<file path="config.mk">
export PLATFORM = sky130hd
export DESIGN_NAME = mux21_arbiter
export DESIGN_NICKNAME = d
export VERILOG_FILES = /design/src/rtl/mux21_arbiter.sv
export SDC_FILE = /design/constraint.sdc
export NUM_CORES = 1
export LEC_CHECK = 0
export ABC_AREA = 0
export CORE_UTILIZATION = 40
export CTS_CLUSTER_DIAMETER = 50
export DETAILED_ROUTE_END_ITERATION = 8
export GPL_TIMING_DRIVEN = 0
export PLACE_DENSITY = 0.86
export REMOVE_ABC_BUFFERS = 1
export SLEW_MARGIN = 5
export SYNTH_ARGS = -nofsm -noshare
export SYNTH_HDL_FRONTEND = slang
export SYNTH_SLANG_ARGS = --single-unit
</file>
<file path="constraint.sdc">
create_clock -name clk -period 2.9 [get_ports clk]
set_input_delay 0.29 -clock clk [delete_from_list [all_inputs] [get_ports clk]]
set_output_delay 0.29 -clock clk [all_outputs]
set_load 0.1 [all_outputs]
</file>
<file path="src/rtl/mux21_arbiter.sv">
// Two-requester arbiter sharing one 2:1 data mux in front of a single
// valid/ready consumer. Round-robin between A and B, with each grant capped
// at MAX_BURST beats.
module mux21_arbiter #(
    parameter int WIDTH     = 8,
    parameter int MAX_BURST = 4
) (
    input  logic             clk,
    input  logic             reset_n,
    input  logic [WIDTH-1:0] a_data,
    input  logic             a_valid,
    input  logic             a_last,
    output logic             a_ready,
    input  logic [WIDTH-1:0] b_data,
    input  logic             b_valid,
    input  logic             b_last,
    output logic             b_ready,
    output logic [WIDTH-1:0] y_data,
    output logic             y_valid,
    input  logic             y_ready,
    output logic             sel,
    output logic             busy
);

    localparam int CNT_W = $clog2(MAX_BURST + 1);
    // Count value on the beat that would hit the burst cap.
    localparam logic [CNT_W-1:0] CNT_LAST = CNT_W'(MAX_BURST - 1);

    localparam logic [1:0] IDLE  = 2'd0;
    localparam logic [1:0] GNT_A = 2'd1;
    localparam logic [1:0] GNT_B = 2'd2;

    logic [1:0]       state, state_nx;
    logic             sel_nx;
    logic             prio, prio_nx;
    logic [CNT_W-1:0] cnt, cnt_nx;
    logic             xfer;

    // The shared datapath follows the registered select in every state.
    assign y_data = sel ? b_data : a_data;
    assign xfer   = y_valid & y_ready;

    // Handshake outputs; forced quiet while reset is asserted so no beat is taken in that cycle.
    always_comb begin
        y_valid = 1'b0;
        a_ready = 1'b0;
        b_ready = 1'b0;
        busy    = 1'b0;
        if (reset_n) begin
            case (state)
                GNT_A: begin
                    y_valid = a_valid;
                    a_ready = y_ready & a_valid;
                    busy    = 1'b1;
                end
                GNT_B: begin
                    y_valid = b_valid;
                    b_ready = y_ready & b_valid;
                    busy    = 1'b1;
                end
                default: ;
            endcase
        end
    end

    // Arbitration, burst counting and release with direct hand-over to the waiting side.
    always_comb begin
        state_nx = state;
        sel_nx   = sel;
        prio_nx  = prio;
        cnt_nx   = cnt;
        case (state)
            IDLE: begin
                if (a_valid && (!b_valid || !prio)) begin
                    state_nx = GNT_A;
                    sel_nx   = 1'b0;
                    cnt_nx   = '0;
                end else if (b_valid) begin
                    state_nx = GNT_B;
                    sel_nx   = 1'b1;
                    cnt_nx   = '0;
                end
            end
            GNT_A: begin
                if (xfer) begin
                    if (a_last || cnt == CNT_LAST) begin
                        prio_nx = 1'b1;
                        cnt_nx  = '0;
                        if (b_valid) begin
                            state_nx = GNT_B;
                            sel_nx   = 1'b1;
                        end else begin
                            state_nx = IDLE;
                        end
                    end else begin
                        cnt_nx = cnt + 1'b1;
                    end
                end
            end
            GNT_B: begin
                if (xfer) begin
                    if (b_last || cnt == CNT_LAST) begin
                        prio_nx = 1'b0;
                        cnt_nx  = '0;
                        if (a_valid) begin
                            state_nx = GNT_A;
                            sel_nx   = 1'b0;
                        end else begin
                            state_nx = IDLE;
                        end
                    end else begin
                        cnt_nx = cnt + 1'b1;
                    end
                end
            end
            default: begin
                state_nx = IDLE;
                cnt_nx   = '0;
            end
        endcase
    end

    // Control registers with synchronous active-low reset.
    always_ff @(posedge clk) begin
        if (!reset_n) begin
            state <= IDLE;
            sel   <= 1'b0;
            prio  <= 1'b0;
            cnt   <= '0;
        end else begin
            state <= state_nx;
            sel   <= sel_nx;
            prio  <= prio_nx;
            cnt   <= cnt_nx;
        end
    end

endmodule

</file>
==> impl_metrics.csv, run 1 <==
group,metric,value,unit
outcome,status,"finished clean",
die,die_y,42.0,um
drt,vias,691,
worst_setup_path,timing.critical_path.fanout_max,14,
worst_setup_path,crit_arrival,2.47,ns
clocking,root_buffer,"clkbuf_4",
timing,period_minus_slack,2.76,ns
worst_setup_path,slowest_stage,"clkdlybuf4s50_1",
clocking,cts_hold_buf,0,
clocking,post_cts_buffers,0,
worst_setup_path,r2r_slack,1.18,ns
min_path,hp-class,"reg -> reg",
place,port_buffers,35,
logic_synthesis,synth_area_per_cell,8.78,um^2
timing,setup_tns,0,ns
drt,drt_iter0_markers,13,
power,ir_drop,0.000522,V
grt,first_global_vias,688,
clocking,cts_buffers,3,
worst_setup_path,critPathKind,"in -> out",
logic_synthesis,synth_cells,73,
cells_and_area,num-fill-cells,115,
grt,grt_antenna_before_repair,0,
drt,viasPerCell,5.48,
worst_setup_path,crit_top_cell,"clkdlybuf4s50_1",
worst_setup_path,critPathBufInv,2,
die,io_pins,36,
worst_setup_path,endpoint_kind,"primary output",
logic_synthesis,synthArstFlopShare,0,
grt,grt_max_degree,15,
timing,rsz0062_at_grt,"false",
drt,drt-pass1-iter-count,4,
timing,timing.final.crit_share,0.951,
die,die-width,42.0,um
cells_and_area,multi_input_area,463,um^2
cells_and_area,n_antenna_cell,0,
power,power,1.08,mW
place,globalplace.congestion,0.836,
logic_synthesis,synth.distinct_cells,28,
cells_and_area,drive_above_1_share,0.155,
clocking,clk_path_buf_depth,2,
power,p_leak,0.430,nW
worst_setup_path,crit_family,"buffers and inverters",
timing,maxSlewHeadroom,0.342,
logic_synthesis,synth_ff_type,"dfxtp_1",
timing,max_freq,363,MHz
clocking,clock-sinks,7,
die,core,0.00151,mm^2
timing,finalHoldViolCount,0,
grt,grt_pass1_wl,3090,um
logic_synthesis,synth.area.top_cells,"dfxtp_1 (22%), mux2_2 (14%), ha_1 (12%)",
clocking,cts_resized,0,
timing,maxSlewViolCount,0,
die,start_util,0.425,
timing,setup_viol,0,
cells_and_area,final_nets,140,
logic_synthesis,seq_area_frac_synth,0.219,
logic_synthesis,synth_edf_count,0,
cells_and_area,regArea,140,um^2
power,p_per_area,1060,mW/mm^2
clocking,path_clk_slew,0.05,ns
flow_run,cap_violations,0,
worst_setup_path,worstPathCellList,"clkdlybuf4s50_1 > and4_2 > clkdlybuf4s50_1",
cells_and_area,area.growth.synth_to_final,60.0,%
logic_synthesis,synth-seq-cells,7,
die,die_area,0.00177,mm^2
worst_setup_path,cpPeakStageDelay,1.13,ns
drt,final_antenna_net_count,0,
grt,grt-ovfl-total,0,
logic_synthesis,yosysWarningCount,0,
clocking,cts_tree,"done",
place,dp_hpwl,1370,um
clocking,h-tree-depth,1,
die,rows,14,
drt,drc_errors,0,
clocking,insertion_delay,0.26,ns
timing,clock_skew,0.00628,ns
worst_setup_path,startpoint_type,"input port",
grt,grt_usage,0.227,
logic_synthesis,syn_area,641,um^2
cells_and_area,utilization,0.680,
timing,worst_pin_slew,0.983,ns
worst_setup_path,crit_required,2.61,ns
logic_synthesis,synthDominantCellAreaShare,0.219,
drt,avgRoutedWirePerCell,13.7,um
drt,routed_wirelength,1720,um
logic_synthesis,yosys.area.top_type,"dfxtp_1",
final cells by class:
type                    instances  area share
well taps                      16      0.0195
inverters                       6      0.0220
repair buffers                 35       0.344
clock buffers                   4      0.0256
flip-flops and latches          7       0.137
multi-input cells              58       0.452
Yosys cell counts, types with 2 or more instances:
cell type and n:
nand2_1 9, mux2_2 8, dfxtp_1 7, ha_1 6
inv_1 6, mux2i_1 4, a21o_1 3, nand2b_1 3
nand3_1 3, a21oi_1 2, nand3b_1 2, nand4_1 2
o21ai_0 2, o22ai_1 2
power breakdown:
part           internal (mW)  total, mW  switching, mW  leakage [nW]
combinational          0.278      0.835          0.556         0.358
clock                 0.0526     0.0898         0.0372        0.0150
sequential             0.121      0.160         0.0386        0.0571
logic make-up after synthesis:
| family | count (synthesis) | synth area share |
|---|---|---|
| buffers and inverters | 8 | 0.0586 |
| flip-flops | 7 | 0.219 |
| adder cells (fa/ha/maj) | 6 | 0.117 |
| AO/OA/AOI/OAI | 14 | 0.172 |
| AND/OR/NAND/NOR | 26 | 0.230 |
| multiplexers | 12 | 0.203 |
per-layer routing:
layer  track usage  part of all wire  up-vias  wire length (um)
met1         0.263              0.43      322               744
met3        0.0603             0.043        7                74
met2         0.378              0.49       20               852
met4         0.125             0.030        0                52
li1              -                 -      342                 -
met5             0                 0        -                 0
registers in the layout, indices dropped and copies added, names as in the netlist:
register	cells
cnt	3
state	2
prio	1
sel	1
per-stage QoR:
| stage | hold WS [ns] | cell area, um^2 | std cells | setup slack (ns) |
|---|---|---|---|---|
| floorplan | 0.435 | 626 | 71 | 0.470 |
| global placement | 0.444 | 996 | 122 | 0.116 |
| detailed placement | 0.464 | 996 | 122 | 0.124 |
| CTS | 0.471 | 1020 | 126 | 0.0966 |
| global route | 0.504 | 1020 | 126 | 0.0315 |
| finish | 0.467 | 1020 | 126 | 0.143 |
worst min-delay path, stage by stage, from the launching register on:
cell and delay [ns]:
dfxtp_1 0.31, nand2_1 0.05, mux2i_1 0.06
layout by cell type, fill, tap and decap left out, types with 2 or more instances in the layout:
master | netlist | routed
nand2_1 | 9 | 9
inv_1 | 6 | 6
clkdlybuf4s50_1 | 0 | 34
clkbuf_4 | 0 | 3
nand3b_1 | 2 | 2
mux2i_1 | 4 | 4
a21o_1 | 3 | 3
nand3_1 | 3 | 3
nand4_1 | 2 | 2
o22ai_1 | 2 | 2
a21oi_1 | 2 | 2
dfxtp_1 | 7 | 7
ha_1 | 6 | 6
mux2_2 | 8 | 8
o21ai_0 | 2 | 2
nand2b_1 | 3 | 3
path summary, 6_finish.rpt:
| path | start | to | depth (start not counted) |
|---|---|---|---|
| setup / recovery | reset_n | b_ready | 3 |
| hold / removal | cnt[2]$_SDFFE_PN0P_ | cnt[2]$_SDFFE_PN0P_ | 2 |
| setup reg to reg | state[1]$_SDFFE_PN0P_ | cnt[2]$_SDFFE_PN0P_ | 6 |
| hold reg to reg | cnt[2]$_SDFFE_PN0P_ | cnt[2]$_SDFFE_PN0P_ | 2 |
Power figures use the tool's default switching activity.
==> run 2: changes to the inputs <==
--- a/config.mk
+++ b/config.mk
@@ -5,12 +5,12 @@
 export SDC_FILE = /design/constraint.sdc
 export NUM_CORES = 1
 export LEC_CHECK = 0
-export ABC_AREA = 0
-export CORE_UTILIZATION = 40
+export ABC_AREA = 1
+export CORE_UTILIZATION = 42
 export CTS_CLUSTER_DIAMETER = 50
 export DETAILED_ROUTE_END_ITERATION = 8
 export GPL_TIMING_DRIVEN = 0
-export PLACE_DENSITY = 0.86
+export PLACE_DENSITY = 0.87
 export REMOVE_ABC_BUFFERS = 1
 export SLEW_MARGIN = 5
 export SYNTH_ARGS = -nofsm -noshare
==> run 2 against run 1 <==
Against the previous run: synthesized cell count increased by 34%; critical endpoint is now busy; via count increased by 11%; count of clock-buffer cells in the layout unchanged; fmax about the same; cell count increased by 20%.
==> impl_metrics.csv, run 2 <==
group,metric,value,unit
outcome,status,"finished clean",
cells_and_area,regArea,140,um^2
timing,worst_pin_slew,0.977,ns
logic_synthesis,syn_area,697,um^2
worst_setup_path,r2r_slack,1.25,ns
grt,grt_usage,0.210,
worst_setup_path,timing.critical_path.fanout_max,7,
clocking,h-tree-depth,1,
place,post-place-cells,147,
logic_synthesis,synth.distinct_cells,19,
cells_and_area,layout_common_cells,"clkdlybuf4s50_1 (34), nand2_1 (25), nor2_1 (15)",
cells_and_area,num-fill-cells,134,
timing,period_minus_slack,2.76,ns
logic_synthesis,synth_edf_count,0,
worst_setup_path,startpoint_type,"register",
worst_setup_path,reg2reg_depth,10,
clocking,insertion_delay,0.26,ns
logic_synthesis,synth_common_cells,"nand2_1 (25), nor2_1 (15), inv_1 (11), a21oi_1 (8), mux2_2 (8)",
worst_setup_path,critical_path.startpoint,"state[0]$_SDFFE_PN0P_",
logic_synthesis,synthArstFlopShare,0,
cells_and_area,final_nets,165,
power,power,1.18,mW
die,die-width,42.7,um
place,port_buffers,35,
logic_synthesis,synth-seq-cells,7,
timing,setup_viol,0,
cells_and_area,area.growth.synth_to_final,54.9,%
clocking,cts_buffers,3,
timing,finalHoldViolCount,0,
timing,maxSlewHeadroom,0.346,
clocking,cts_tree,"done",
clocking,post_cts_buffers,0,
power,p_leak,0.501,nW
cells_and_area,multi_input_area,495,um^2
drt,drt-pass1-iter-count,4,
drt,vias,764,
timing,clock_skew,0.00295,ns
drt,avgRoutedWirePerCell,11.4,um
logic_synthesis,synth_area_per_cell,7.11,um^2
timing,maxSlewViolCount,0,
worst_setup_path,crit_arrival,2.47,ns
logic_synthesis,synth.most_common_cell,"nand2_1",
die,core,0.00152,mm^2
drt,final_antenna_net_count,0,
die,rows,14,
grt,grt-ovfl-total,0,
die,start_util,0.457,
clocking,root_buffer,"clkbuf_4",
grt,grt_antenna_before_repair,0,
drt,routed_wirelength,1720,um
cells_and_area,n_antenna_cell,0,
timing,max_freq,363,MHz
grt,grt_pass1_wl,2900,um
cells_and_area,finalNonFillerCells,151,
worst_setup_path,slowest_stage,"clkdlybuf4s50_1",
logic_synthesis,synth.area.top_cells,"dfxtp_1 (20%), nand2_1 (13%), mux2_2 (13%)",
worst_setup_path,cpPeakStageDelay,1.13,ns
worst_setup_path,crit_required,2.61,ns
logic_synthesis,synth_cells,98,
place,globalplace.congestion,0.764,
timing,rsz0062_at_grt,"false",
die,die_area,0.00183,mm^2
drt,drc_errors,0,
place,dp_hpwl,1400,um
drt,viasPerCell,5.06,
logic_synthesis,synthDominantCellAreaShare,0.201,
clocking,path_clk_slew,0.06,ns
min_path,hp-class,"reg -> reg",
cells_and_area,largest_register,"cnt",
die,io_pins,36,
power,p_per_area,1090,mW/mm^2
worst_setup_path,critPathKind,"reg -> out",
clocking,clock-sinks,7,
timing,timing.final.crit_share,0.951,
worst_setup_path,endpoint_kind,"primary output",
drt,drt_iter0_markers,18,
cells_and_area,layout_commonest_cell,"clkdlybuf4s50_1",
worst_setup_path,reg2reg_to,"state[1]$_SDFFE_PN0P_",
grt,grt_max_degree,12,
worst_setup_path,cp-endpoint,"busy",
logic_synthesis,yosysWarningCount,0,
logic_synthesis,synth_ff_type,"dfxtp_1",
die,die_y,42.7,um
cells_and_area,reg_top3,"cnt x3, state x2",
clocking,cts_resized,0,
logic_synthesis,seq_area_frac_synth,0.201,
flow_run,cap_violations,0,
cells_and_area,drive_above_1_share,0.141,
cells_and_area,largest_register_ffs,3,
grt,first_global_vias,737,
worst_setup_path,worstPathCellList,"inv_1 > ha_1 > nand2_2 > inv_2 > clkdlybuf4s50_1",
power,ir_drop,0.000630,V
clocking,clk_path_buf_depth,2,
logic_synthesis,yosys.area.top_type,"dfxtp_1",
worst_setup_path,regToRegStartpoint,"state[0]$_SDFFE_PN0P_",
clocking,cts_hold_buf,0,
==> run 2: cell count changes after synthesis, sizes merged, moves of 2 or more <==
| cell | before | now |
|---|---|---|
| nor2 | 1 | 15 |
| a21o | 3 | 0 |
| o22ai | 3 | 0 |
| inv | 6 | 12 |
| nand3 | 4 | 6 |
| nor3 | 0 | 2 |
| nand2 | 9 | 28 |
| and4 | 2 | 0 |
| mux2i | 4 | 0 |
| nand2b | 3 | 0 |
| nand4 | 2 | 0 |
| a21oi | 2 | 8 |
==> run 2: area by class of cell <==
type | count | area share
clock buffer | 4 | 0.0243
inverter | 12 | 0.0417
multi-input combinational | 77 | 0.459
sequential | 7 | 0.130
tap | 16 | 0.0185
timing repair buffer | 35 | 0.327
==> run 2: how the worst min path moves through the flow <==
stage	startpoint	endpoint	slack, ns	cells past startpoint
after floorplan	reset_n	prio$_SDFFE_PN0P_	0.41	2
after global placement	cnt[1]$_SDFFE_PN0P_	cnt[1]$_SDFFE_PN0P_	0.46	2
after detailed placement	cnt[1]$_SDFFE_PN0P_	cnt[1]$_SDFFE_PN0P_	0.47	2
after CTS	cnt[1]$_SDFFE_PN0P_	cnt[1]$_SDFFE_PN0P_	0.48	2
after global routing	cnt[2]$_SDFFE_PN0P_	cnt[2]$_SDFFE_PN0P_	0.53	2
final	cnt[1]$_SDFFE_PN0P_	cnt[1]$_SDFFE_PN0P_	0.48	2
==> run 2: per-layer routing <==
layer / vias to the layer above / GRT usage / share of wire
met5: - / 0 / 0
met4: 0 / 0.113 / 0.024
met3: 5 / 0.0383 / 0.091
met2: 45 / 0.367 / 0.50
met1: 330 / 0.238 / 0.38
li1: 384 / - / -
==> run 2: per-stage QoR <==
stage	instance area (um^2)	setup TNS (ns)	setup slack, ns	util	hold WS, ns
6_report	1080	0	0.142	0.709	0.478
3_5_place_dp	1050	0	0.167	0.690	0.467
2_1_floorplan	681	-0.163	-0.0882	-	0.410
5_1_grt	1080	0	0.0447	0.709	0.532
3_3_place_gp	1050	0	0.210	0.690	0.457
4_1_cts	1080	0	0.0882	0.707	0.478
==> run 2: logic make-up after synthesis <==
logic type | synth area share
adders and majority gates | 0.108
and+or+nand+nor | 0.402
AOI/OAI and AO/OA | 0.0718
muxes | 0.129
DFF | 0.201
buffers and inverters | 0.0880
==> run 2: report_power, final <==
group	internal (mW)	switching [mW]
registers	0.134	0.0381
logic	0.288	0.623
clock network	0.0528	0.0410
==> run 2: worst max-delay path, delay by kind of cell, from the launching register on <==
kind | cells | cell delay, ns
adder cells (fa/ha/maj) | 1 | 0.43
buffers and inverters | 3 | 1.31
flip-flops | 1 | 0.37
AND/OR/NAND/NOR | 1 | 0.09
==> run 3: changes to the inputs <==
--- a/config.mk
+++ b/config.mk
@@ -12,6 +12,7 @@
 export GPL_TIMING_DRIVEN = 0
 export PLACE_DENSITY = 0.87
 export REMOVE_ABC_BUFFERS = 1
+export SETUP_SLACK_MARGIN = 0.05
 export SLEW_MARGIN = 5
 export SYNTH_ARGS = -nofsm -noshare
 export SYNTH_HDL_FRONTEND = slang
==> run 3 against run 2 <==
Against the previous run: count of clock-buffer cells in the layout stayed put; power is 0.14% lower; hold slack hardly changed; via count is 0.52% higher; clock skew hardly changed; non-clock buffer count stayed put; register-to-register slack hardly changed; combinational power hardly changed; setup slack better by 0.023 ns; cell count stayed put; routed wire length is 0.35% lower.
==> impl_metrics.csv, run 3 (same netlist as run 2, synthesis figures left out) <==
group,metric,value,unit
outcome,status,"finished clean",
grt,grt_antenna_before_repair,0,
cells_and_area,reg_top3,"cnt x3, state x2",
worst_setup_path,critPathKind,"in -> out",
clocking,insertion_delay,0.26,ns
cells_and_area,largest_register_ffs,3,
worst_setup_path,crit_top_cell,"clkdlybuf4s50_1",
grt,grt_pass1_wl,2900,um
clocking,h-tree-depth,1,
grt,first_global_vias,737,
grt,grt-ovfl-total,0,
drt,drc_errors,0,
power,p_per_area,1080,mW/mm^2
drt,vias,768,
clocking,path_clk_slew,0.06,ns
cells_and_area,drive_above_1_share,0.141,
timing,max_freq,366,MHz
grt,grt_max_degree,12,
die,die_area,0.00183,mm^2
worst_setup_path,cpPeakStageDelay,1.16,ns
worst_setup_path,regToRegStartpoint,"state[0]$_SDFFE_PN0P_",
power,netSwitchingPower,701,uW
worst_setup_path,endpoint_kind,"primary output",
flow_run,cap_violations,0,
drt,drt-pass1-iter-count,4,
die,die-width,42.7,um
timing,finalHoldViolCount,0,
cells_and_area,largest_register,"cnt",
place,globalplace.congestion,0.764,
worst_setup_path,crit_required,2.61,ns
worst_setup_path,crit_family,"buffers and inverters",
worst_setup_path,reg2reg_to,"state[1]$_SDFFE_PN0P_",
drt,routed_wirelength,1710,um
drt,avgRoutedWirePerCell,11.3,um
die,io_pins,36,
timing,maxSlewHeadroom,0.346,
clocking,post_cts_buffers,0,
timing,whs,0.478,ns
timing,maxSlewViolCount,0,
die,core,0.00152,mm^2
place,post-place-cells,147,
power,p_leak,0.535,nW
timing,setup_tns,0,ns
cells_and_area,area.growth.synth_to_final,55.7,%
power,p_sw_frac,0.597,
timing,clock_skew,0.00295,ns
worst_setup_path,startpoint_type,"input port",
min_path,hp-class,"reg -> reg",
grt,grt_usage,0.210,
cells_and_area,num-fill-cells,134,
worst_setup_path,r2r_slack,1.25,ns
clocking,cts_resized,0,
clocking,cts_buffers,3,
cells_and_area,regArea,140,um^2
cells_and_area,finalNonFillerCells,151,
worst_setup_path,reg2reg_depth,10,
clocking,cts_hold_buf,0,
clocking,clk_path_buf_depth,2,
cells_and_area,layout_commonest_cell,"clkdlybuf4s50_1",
worst_setup_path,worstPathCellList,"clkdlybuf4s50_1 > inv_1 > nor3_1 > clkdlybuf4s50_1",
worst_setup_path,crit_arrival,2.44,ns
worst_setup_path,slowest_stage,"clkdlybuf4s50_1",
place,port_buffers,35,
drt,final_antenna_net_count,0,
power,seqPwrFrac,0.146,
cells_and_area,final_area,0.00108,mm^2
drt,viasPerCell,5.09,
cells_and_area,n_antenna_cell,0,
clocking,cts_tree,"done",
timing,rsz0062_at_grt,"false",
clocking,clock-sinks,7,
cells_and_area,final_nets,165,
min_path,min_from,"cnt[1]$_SDFFE_PN0P_",
die,rows,14,
cells_and_area,layout_common_cells,"clkdlybuf4s50_1 (32), nand2_1 (25), nor2_1 (15)",
worst_setup_path,timing.critical_path.fanout_max,8,
timing,period_minus_slack,2.73,ns
power,pwr-share-comb,0.774,
timing,timing.final.crit_share,0.943,
timing,worst_pin_slew,0.977,ns
die,start_util,0.457,
drt,drt_iter0_markers,18,
clocking,root_buffer,"clkbuf_4",
min_path,hold_depth,2,
min_path,hold_path_end,"cnt[1]$_SDFFE_PN0P_",
place,dp_hpwl,1400,um
cells_and_area,multi_input_area,495,um^2
power,internal_power,474,uW
power,ir_drop,0.000629,V
power,clock_power_share,0.080,
timing,setup_viol,0,
place,placed_cell_area,0.00105,mm^2
worst_setup_path,critPathBufInv,3,
die,die_y,42.7,um
## run 3: cell types whose count changed in the layout (fill, tap and decap cells not counted)
cell             delta
clkdlybuf4s50_1     -2
dlymetal6s2s_1      +2
## run 3: how the worst max path moves through the flow
stage | cells after the start | slack (ns) | start | end
floorplan | 4 | -0.09 | state[1]$_SDFFE_PN0P_ | a_ready
CTS | 5 | 0.09 | state[0]$_SDFFE_PN0P_ | y_valid
global route | 4 | 0.08 | reset_n | a_ready
finish | 4 | 0.17 | reset_n | a_ready
global placement | 4 | 0.21 | reset_n | a_ready
detailed placement | 4 | 0.17 | reset_n | a_ready
## run 3: per-layer routing
metal | GRT usage | routed length, um
met1 | 0.238 | 646
met2 | 0.367 | 854
met3 | 0.0383 | 167
met4 | 0.113 | 42
met5 | 0 | 0
## run 3: stage by stage
step           power [mW]  setup slack [ns]  utilization
6_report             1.18             0.165        0.712
5_1_grt              1.26            0.0836        0.712
4_1_cts              1.18            0.0882        0.707
3_5_place_dp         1.08             0.167        0.690
3_3_place_gp         1.06             0.210        0.690
2_1_floorplan       0.898           -0.0882            -
## run 3: area by class of cell
class	instances	area share
clock buffers	4	0.0242
inverters	12	0.0415
repair buffers	35	0.330
well taps	16	0.0185
flip-flops and latches	7	0.129
multi-input cells	77	0.457
## run 3: tightest hold or removal path: cells and delay by family, from the launching register on
kind	cells	cell delay [ns]
AOI/OAI and AO/OA	1	0.05
and+or+nand+nor	1	0.06
DFF	1	0.31
## run 3: power by group through the flow
| stage | clock (mW) | combinational, mW | sequential [mW] |
|---|---|---|---|
| after floorplan | 0 | 0.700 | 0.198 |
| after global placement | 0 | 0.890 | 0.169 |
| after detailed placement | 0 | 0.905 | 0.174 |
| after CTS | 0.0946 | 0.912 | 0.173 |
| after global routing | 0.102 | 0.979 | 0.179 |
| final | 0.0938 | 0.910 | 0.172 |
